<file path="config.mk">
export PLATFORM = sky130hd
export DESIGN_NAME = serial_adder_ctrl
export DESIGN_NICKNAME = d
export VERILOG_FILES = /design/src/rtl/serial_adder_ctrl_pkg.sv /design/src/rtl/serial_adder_ctrl_adder.sv /design/src/rtl/serial_adder_ctrl.sv
export SDC_FILE = /design/constraint.sdc
export NUM_CORES = 1
export LEC_CHECK = 0
export ABC_AREA = 1
export BUFFER_PORTS_ARGS = -buffer_cell sky130_fd_sc_hd__buf_2
export CAP_MARGIN = 20
export CORE_ASPECT_RATIO = 0.8
export CORE_UTILIZATION = 45
export CTS_CLUSTER_SIZE = 24
export DETAILED_ROUTE_END_ITERATION = 7
export GPL_TIMING_DRIVEN = 0
export PLACE_DENSITY = 0.66
export SYNTH_ARGS = -nofsm -noshare
export SYNTH_HDL_FRONTEND = slang
export SYNTH_HIERARCHICAL = 1
export SYNTH_SLANG_ARGS = --single-unit
</file>
<file path="constraint.sdc">
create_clock -name clk -period 1.27 [get_ports clk]
set_input_delay 0.381 -clock clk [delete_from_list [all_inputs] [get_ports clk]]
set_output_delay 0.381 -clock clk [all_outputs]
set_load 0.1 [all_outputs]
</file>
<file path="src/rtl/serial_adder_ctrl_pkg.sv">
// Shared definitions for the bit-serial adder controller: FSM encoding and
// the bit counter width helper.
package serial_adder_ctrl_pkg;

  typedef enum logic [1:0] {
    IDLE = 2'd0,
    RUN  = 2'd1,
    DONE = 2'd2
  } state_t;

  // A one-bit counter is still needed when WIDTH=1, so never return 0.
  function automatic int cnt_w(input int width);
    return (width <= 1) ? 1 : $clog2(width);
  endfunction

endpackage

</file>
<file path="src/rtl/serial_adder_ctrl_adder.sv">
// One-bit full adder used as the bit-slice of the serial adder.
module adder (
  input  logic a,
  input  logic b,
  input  logic c,
  output logic sum,
  output logic cout
);

  assign sum  = a ^ b ^ c;
  assign cout = (a & b) | (c & (a ^ b));

endmodule

</file>
<file path="src/rtl/serial_adder_ctrl.sv">
// Bit-serial WIDTH-bit adder: latches operands on start, feeds one bit pair
// per clock LSB first through a full adder, and presents a parallel result.
module serial_adder_ctrl
  import serial_adder_ctrl_pkg::*;
#(
  parameter int WIDTH = 8
) (
  input  logic             clk,
  input  logic             rst_n,
  input  logic             start,
  input  logic [WIDTH-1:0] a_in,
  input  logic [WIDTH-1:0] b_in,
  input  logic             cin,
  output logic             busy,
  output logic             done,
  output logic [WIDTH-1:0] sum_out,
  output logic             cout
);

  localparam int CNT_W = cnt_w(WIDTH);

  state_t           state, state_nxt;
  logic [WIDTH-1:0] a_sr, b_sr, res_sr, res_nxt;
  logic             carry;
  logic [CNT_W-1:0] bit_cnt;
  logic             fa_sum, fa_cout;
  logic             last_bit;

  adder u_fa (
    .a   (a_sr[0]),
    .b   (b_sr[0]),
    .c   (carry),
    .sum (fa_sum),
    .cout(fa_cout)
  );

  assign last_bit = (bit_cnt == CNT_W'(WIDTH - 1));
  // New sum bit enters at the MSB so the LSB-first stream lands in place.
  assign res_nxt  = (res_sr >> 1) | (WIDTH'(fa_sum) << (WIDTH - 1));

  assign busy = (state == RUN);
  assign done = (state == DONE);

  always_ff @(posedge clk or negedge rst_n) begin
    if (!rst_n) state <= IDLE;
    else        state <= state_nxt;
  end

  always_comb begin
    state_nxt = state;
    case (state)
      IDLE:    if (start) state_nxt = RUN;
      RUN:     if (last_bit) state_nxt = DONE;
      DONE:    state_nxt = IDLE;
      default: state_nxt = IDLE;
    endcase
  end

  always_ff @(posedge clk or negedge rst_n) begin
    if (!rst_n) begin
      a_sr    <= '0;
      b_sr    <= '0;
      res_sr  <= '0;
      carry   <= 1'b0;
      bit_cnt <= '0;
      sum_out <= '0;
      cout    <= 1'b0;
    end else begin
      case (state)
        IDLE: begin
          if (start) begin
            a_sr    <= a_in;
            b_sr    <= b_in;
            carry   <= cin;
            bit_cnt <= '0;
            res_sr  <= '0;
          end
        end
        RUN: begin
          a_sr    <= a_sr >> 1;
          b_sr    <= b_sr >> 1;
          carry   <= fa_cout;
          bit_cnt <= bit_cnt + CNT_W'(1);
          res_sr  <= res_nxt;
          if (last_bit) begin
            sum_out <= res_nxt;
            cout    <= fa_cout;
          end
        end
        default: ;
      endcase
    end
  end

endmodule

</file>
Yosys cells after proc, flatten, opt, wreduce, memory -nomap -nowiden
Index checks and enable logic that the tools add are counted.
{"block": "op_classes", "addsub": 1, "n_shift": 0, "n_div": 0, "n_bitwise": 6, "reduce_logical": 5, "n_mux": 13, "n_eq_ne": 5, "magnitude_cmp": 0, "n_mul": 0}
{"operator": "8-bit one-hot mux with 2 select lines", "n": 3}
{"operator": "8-bit two-way mux", "n": 3}
{"operator": "7-bit by 8-bit bitwise OR with 8-bit output", "n": 1}
{"operator": "3-bit one-hot mux with 2 select lines", "n": 1}
{"operator": "2-bit AND reduction", "n": 3}
{"operator": "2-bit two-way mux", "n": 2}
{"operator": "2-bit one-hot mux with 2 select lines", "n": 1}
{"operator": "3-bit by 1-bit adder with 3-bit output (second input constant)", "n": 1}
{"operator": "3-bit == test (second input constant)", "n": 1}
{"operator": "3-bit two-way mux", "n": 1}
{"operator": "1-bit bitwise AND", "n": 2}
{"operator": "2-bit by 1-bit == test with 1-bit output (second input constant)", "n": 1}
{"operator": "2-bit == test (second input constant)", "n": 1}
{"operator": "2-bit logical NOT", "n": 1}
{"operator": "2-bit by 1-bit inequality test with 1-bit output (second input constant)", "n": 1}
{"operator": "2-bit inequality test (second input constant)", "n": 1}
{"operator": "1-bit one-hot mux with 2 select lines", "n": 1}
{"operator": "2-bit nonzero test", "n": 1}
{"operator": "1-bit XOR", "n": 2}
{"operator": "1-bit two-way mux", "n": 1}
{"operator": "1-bit bitwise OR", "n": 1}
{"block": "word_totals", "out_inout_bits": 11, "memories": 0, "word_cells": 38, "ff_bits": 39, "latch_bits": 0, "ram_bits": 0, "mem_bits_ro": 0}

Depth between registers and ports, before layout
{"block": "depth", "word_depth": 4, "depth_mapped": 6}

Cells and area by module
Netlist, hierarchy kept.
{"module": "serial_adder_ctrl", "seq_area_each_um2": 950.9, "cells_per_inst": 216, "area_each_um2": 1808.0, "n_inst": 1}
{"module": "adder", "seq_area_each_um2": 0.0, "cells_per_inst": 1, "area_each_um2": 20.0, "n_inst": 1}

Least setup slack after synthesis
Ideal clock, no wire load.
{"block": "synth_path", "kind": "reg-to-output", "start": "reg state[0]", "end": "out done", "n_path_buf": 2, "arrival_ns": 1.944, "required_time_ns": 0.889, "path_stages_with_launch": 4, "path_slack_ns": -1.055, "cell_sequence": "dfrtp_1 -> buf_6 -> buf_2 -> nor2_1"}
{"block": "synth_via", "elab_chain_len": 1}
{"item": "start, declared", "line_no": "serial_adder_ctrl.sv:22", "source": "state_t state, state_nxt;"}
{"item": "start signal, assigned", "line_no": "serial_adder_ctrl.sv:46", "source": "else state <= state_nxt;"}
{"item": "2-bit == test", "line_no": "serial_adder_ctrl.sv:42", "source": "assign done = (state == DONE);"}
{"item": "end, declared", "line_no": "serial_adder_ctrl.sv:15", "source": "output logic done,"}
Every way passes these cells.

Final worst setup path
Same ends and word-level chain as after synthesis.

==> run_results.csv <==
group,metric,value,unit
timing,min_period_over_period,124,%
synth,yosys.cell_types.count,21,
global_route,antenna_found_initial,0,
global_route,grt_pass1_vias,1340,
floorplanning,die-area,4320,um2
synth,avgSynthCellArea,8.42,um2
critical_path,required,0.89,ns
timing,hold_viol_final,0,
critical_path,worstPathMaxFanout,2,
synth,synth_area,1830,um2
placement,pre_cts_ws,-0.370,ns
cts,h-tree-depth,2,
synth,synth.most_common_cell,"nand2_1",
synth,netlist_instances,217,
floorplanning,core-area,3850,um2
timing,worstMarginPinSlew,0.844,ns
cts,clock_path_buffers,2,
global_route,grt_usage,19.6,%
critical_path,path_class,"register to primary output",
synth,synth_seq_cells,38,
routing,drt_iter0_drc,100,
global_route,grt_remaining_overflow,0,
cells_and_area,n_antenna_cell,0,
timing,fin_crit,1.57,ns
routing,ant_nets,0,
synth,ys_top_cells_by_count,"72 x nand2_1, 38 x dfrtp_1, 36 x inv_1, 29 x nand3_1, 9 x o21ai_1",
timing,slew_viol_final,0,
pwr,irDropWorstVdd,2.06,mV
pwr,powerDensity,2940,nW/um2
cts,cts_tree,"yes",
synth,syn_nets,240,
run_status,violations,"negative setup slack",
routing,num_vias,1570,
timing,hold_ws,0.198,ns
timing,rsz0062_at_grt,"true",
synth,synth_edf_count,0,
timing,fin_skew,0.00157,ns
cts,insertion_delay,0.28,ns
routing,routed_via_density,4.71,
hold_path,hold_path.class,"input port to async pin",
synth,synth.yosys.seq_area_share,52.0,%
placement,place_inst,302,
cells_and_area,areaGrowthSynthToFinish,50.4,%
cells_and_area,design_area,2750,um2
synth,netlist_top_cells_area,"dfrtp_1 52%, nand2_1 15%, nand3_1 7.9%, inv_1 7.4%, o21ai_2 3.4%",
synth,synth_top_area_cell,"dfrtp_1",
placement,gp_congestion,0.745,
routing,avgRoutedWirePerCell,13.2,um
placement,placed_area,2080,um2
timing,worst_slack,-0.304,ns
timing,fmax,0.635,GHz
floorplanning,rows,20,
pwr,leakagePower,1.42,nW
critical_path,reg2reg_setup_slack,-0.18,ns
cells_and_area,drive_gt1_share,45.0,%
floorplanning,io_pins,31,
synth,ys_dominant_reg_cell,"dfrtp_1",
cts,hold_buffers,0,
cells_and_area,fill_cells,307,
critical_path,end_kind,"primary output",
timing,setup_viol,25,
cts,clkTransAtPathRegs,0.07,ns
cells_and_area,postLayoutCoreUtil,71.3,%
critical_path,cp.arrival,1.19,ns
global_route,grt_pass1_wl,6220,um
pwr,fin_total_pwr,8.09,mW
timing,fin_tns_setup,-2.66,ns
cells_and_area,final_cells,333,
synth,async_flop_share,100,%
routing,drt_first_pass_iters,4,
routing,remaining_drc_errors,0,
critical_path,critPathLaunchType,"register",
timing,maxSlewHeadroom,43.7,%
routing,wl,4410,um
synth,synth_top_area_share,52.0,%
run,maxCapViolCount,0,
cts,root_buffer,"clkbuf_8",
placement,portBuffers,30,
floorplanning,die_x,73.3,um
synth,yosys_warnings,6,
cells_and_area,fin_nets,300,
run_status,outcome,"finished with violations",
placement,hpwl,2400,um
floorplanning,start_util,47.4,%
cts,clock_sinks,38,
floorplanning,die_height,59.0,um
cts,numCtsBuffers,5,
global_route,grt_max_degree,39,
[sequential cells by signal (all words and copies together), names as in the netlist]
signal and flops:
a_sr 8, sum_out 8, b_sr 8, cout 1, bit_cnt 3, carry 1
res_sr 7, state 2
[routing by layer]
layer / track usage, % / wire (um) / vias to the layer above
met5: 0 / 0 / -
met4: 6.72 / 46 / 0
met3: 4.59 / 190 / 6
met2: 29.2 / 2070 / 36
met1: 28.3 / 2100 / 742
li1: - / - / 786
[cell families (layout without fill, tap and decap cells)]
logic type                 count (synthesis)  in the layout  share of synthesized area, %
and+or+nand+nor                          110            110                          25.9
adders and majority gates                  3              3                          2.46
AOI/OAI and AO/OA                         19             19                          7.32
DFF                                       38             38                          52.0
buffers and inverters                     47            108                          12.3
[cells in the final DEF, fill, tap and decap left out]
master / Yosys / routed
nand2_1: 72 / 56
inv_1: 36 / 36
dfrtp_1: 38 / 28
nand3_1: 29 / 26
buf_2: 3 / 19
nand2_2: 2 / 17
o21ai_2: 7 / 15
buf_4: 1 / 13
buf_6: 5 / 11
buf_12: 0 / 11
dfrtp_2: 0 / 10
clkbuf_8: 0 / 6
buf_8: 0 / 5
nand3_2: 0 / 3
clkbuf_16: 0 / 3
nor2_4: 0 / 2
nand2_8: 0 / 2
clkbuf_1: 0 / 2
inv_4: 1 / 1
o22ai_1: 1 / 1
nand2_4: 2 / 1
o21ai_4: 1 / 1
nor2_1: 3 / 1
a21oi_2: 0 / 1
nor2_2: 1 / 1
nand4_1: 1 / 1
inv_2: 0 / 1
o21ai_1: 9 / 1
ha_2: 0 / 1
ha_4: 0 / 1
fa_1: 1 / 1
[what timing repair did]
action                                  4_1_cts  5_1_grt
setup buffers                                 4       15
pin swaps                                     3       16
gates resized for setup                      35       61
cloned                                        0        4
endpoints found under the setup margin       20       43
[critical path: stages (launching register included)]
cell,delay (ns)
dfrtp_1,0.39
buf_6,0.13
buf_8,0.11
nor2_4,0.09
buf_12,0.18
[worst paths after layout]
path / start / endpoint / cells after the start
min reg2reg: b_sr[1] / b_sr[1] / 2
max in group asynchronous: rst_n / sum_out[2] / 1
max reg2reg: state[0] / b_sr[3] / 8
min in group clk: b_in[7] / b_sr[7] / 3
min: rst_n / res_sr[7] / 1
max: state[0] / done / 4
[report_power, final]
part | internal [mW] | switching [mW] | total (mW)
combinational | 2.11 | 2.89 | 5.00
sequential | 1.82 | 0.423 | 2.24
clock | 0.443 | 0.404 | 0.847
total | 4.38 | 3.72 | 8.09
[final cells by class]
cell class / instances / area (um2) / area share (%)
flip-flops and latches: 38 / 963 / 35.0
multi-input cells: 132 / 795 / 28.9
repair buffers: 53 / 558 / 20.3
inverters: 38 / 145 / 5.28
plain buffers: 9 / 129 / 4.69
clock buffers: 8 / 90.1 / 3.28
well taps: 55 / 68.8 / 2.50
Power figures use the tool's default switching activity.
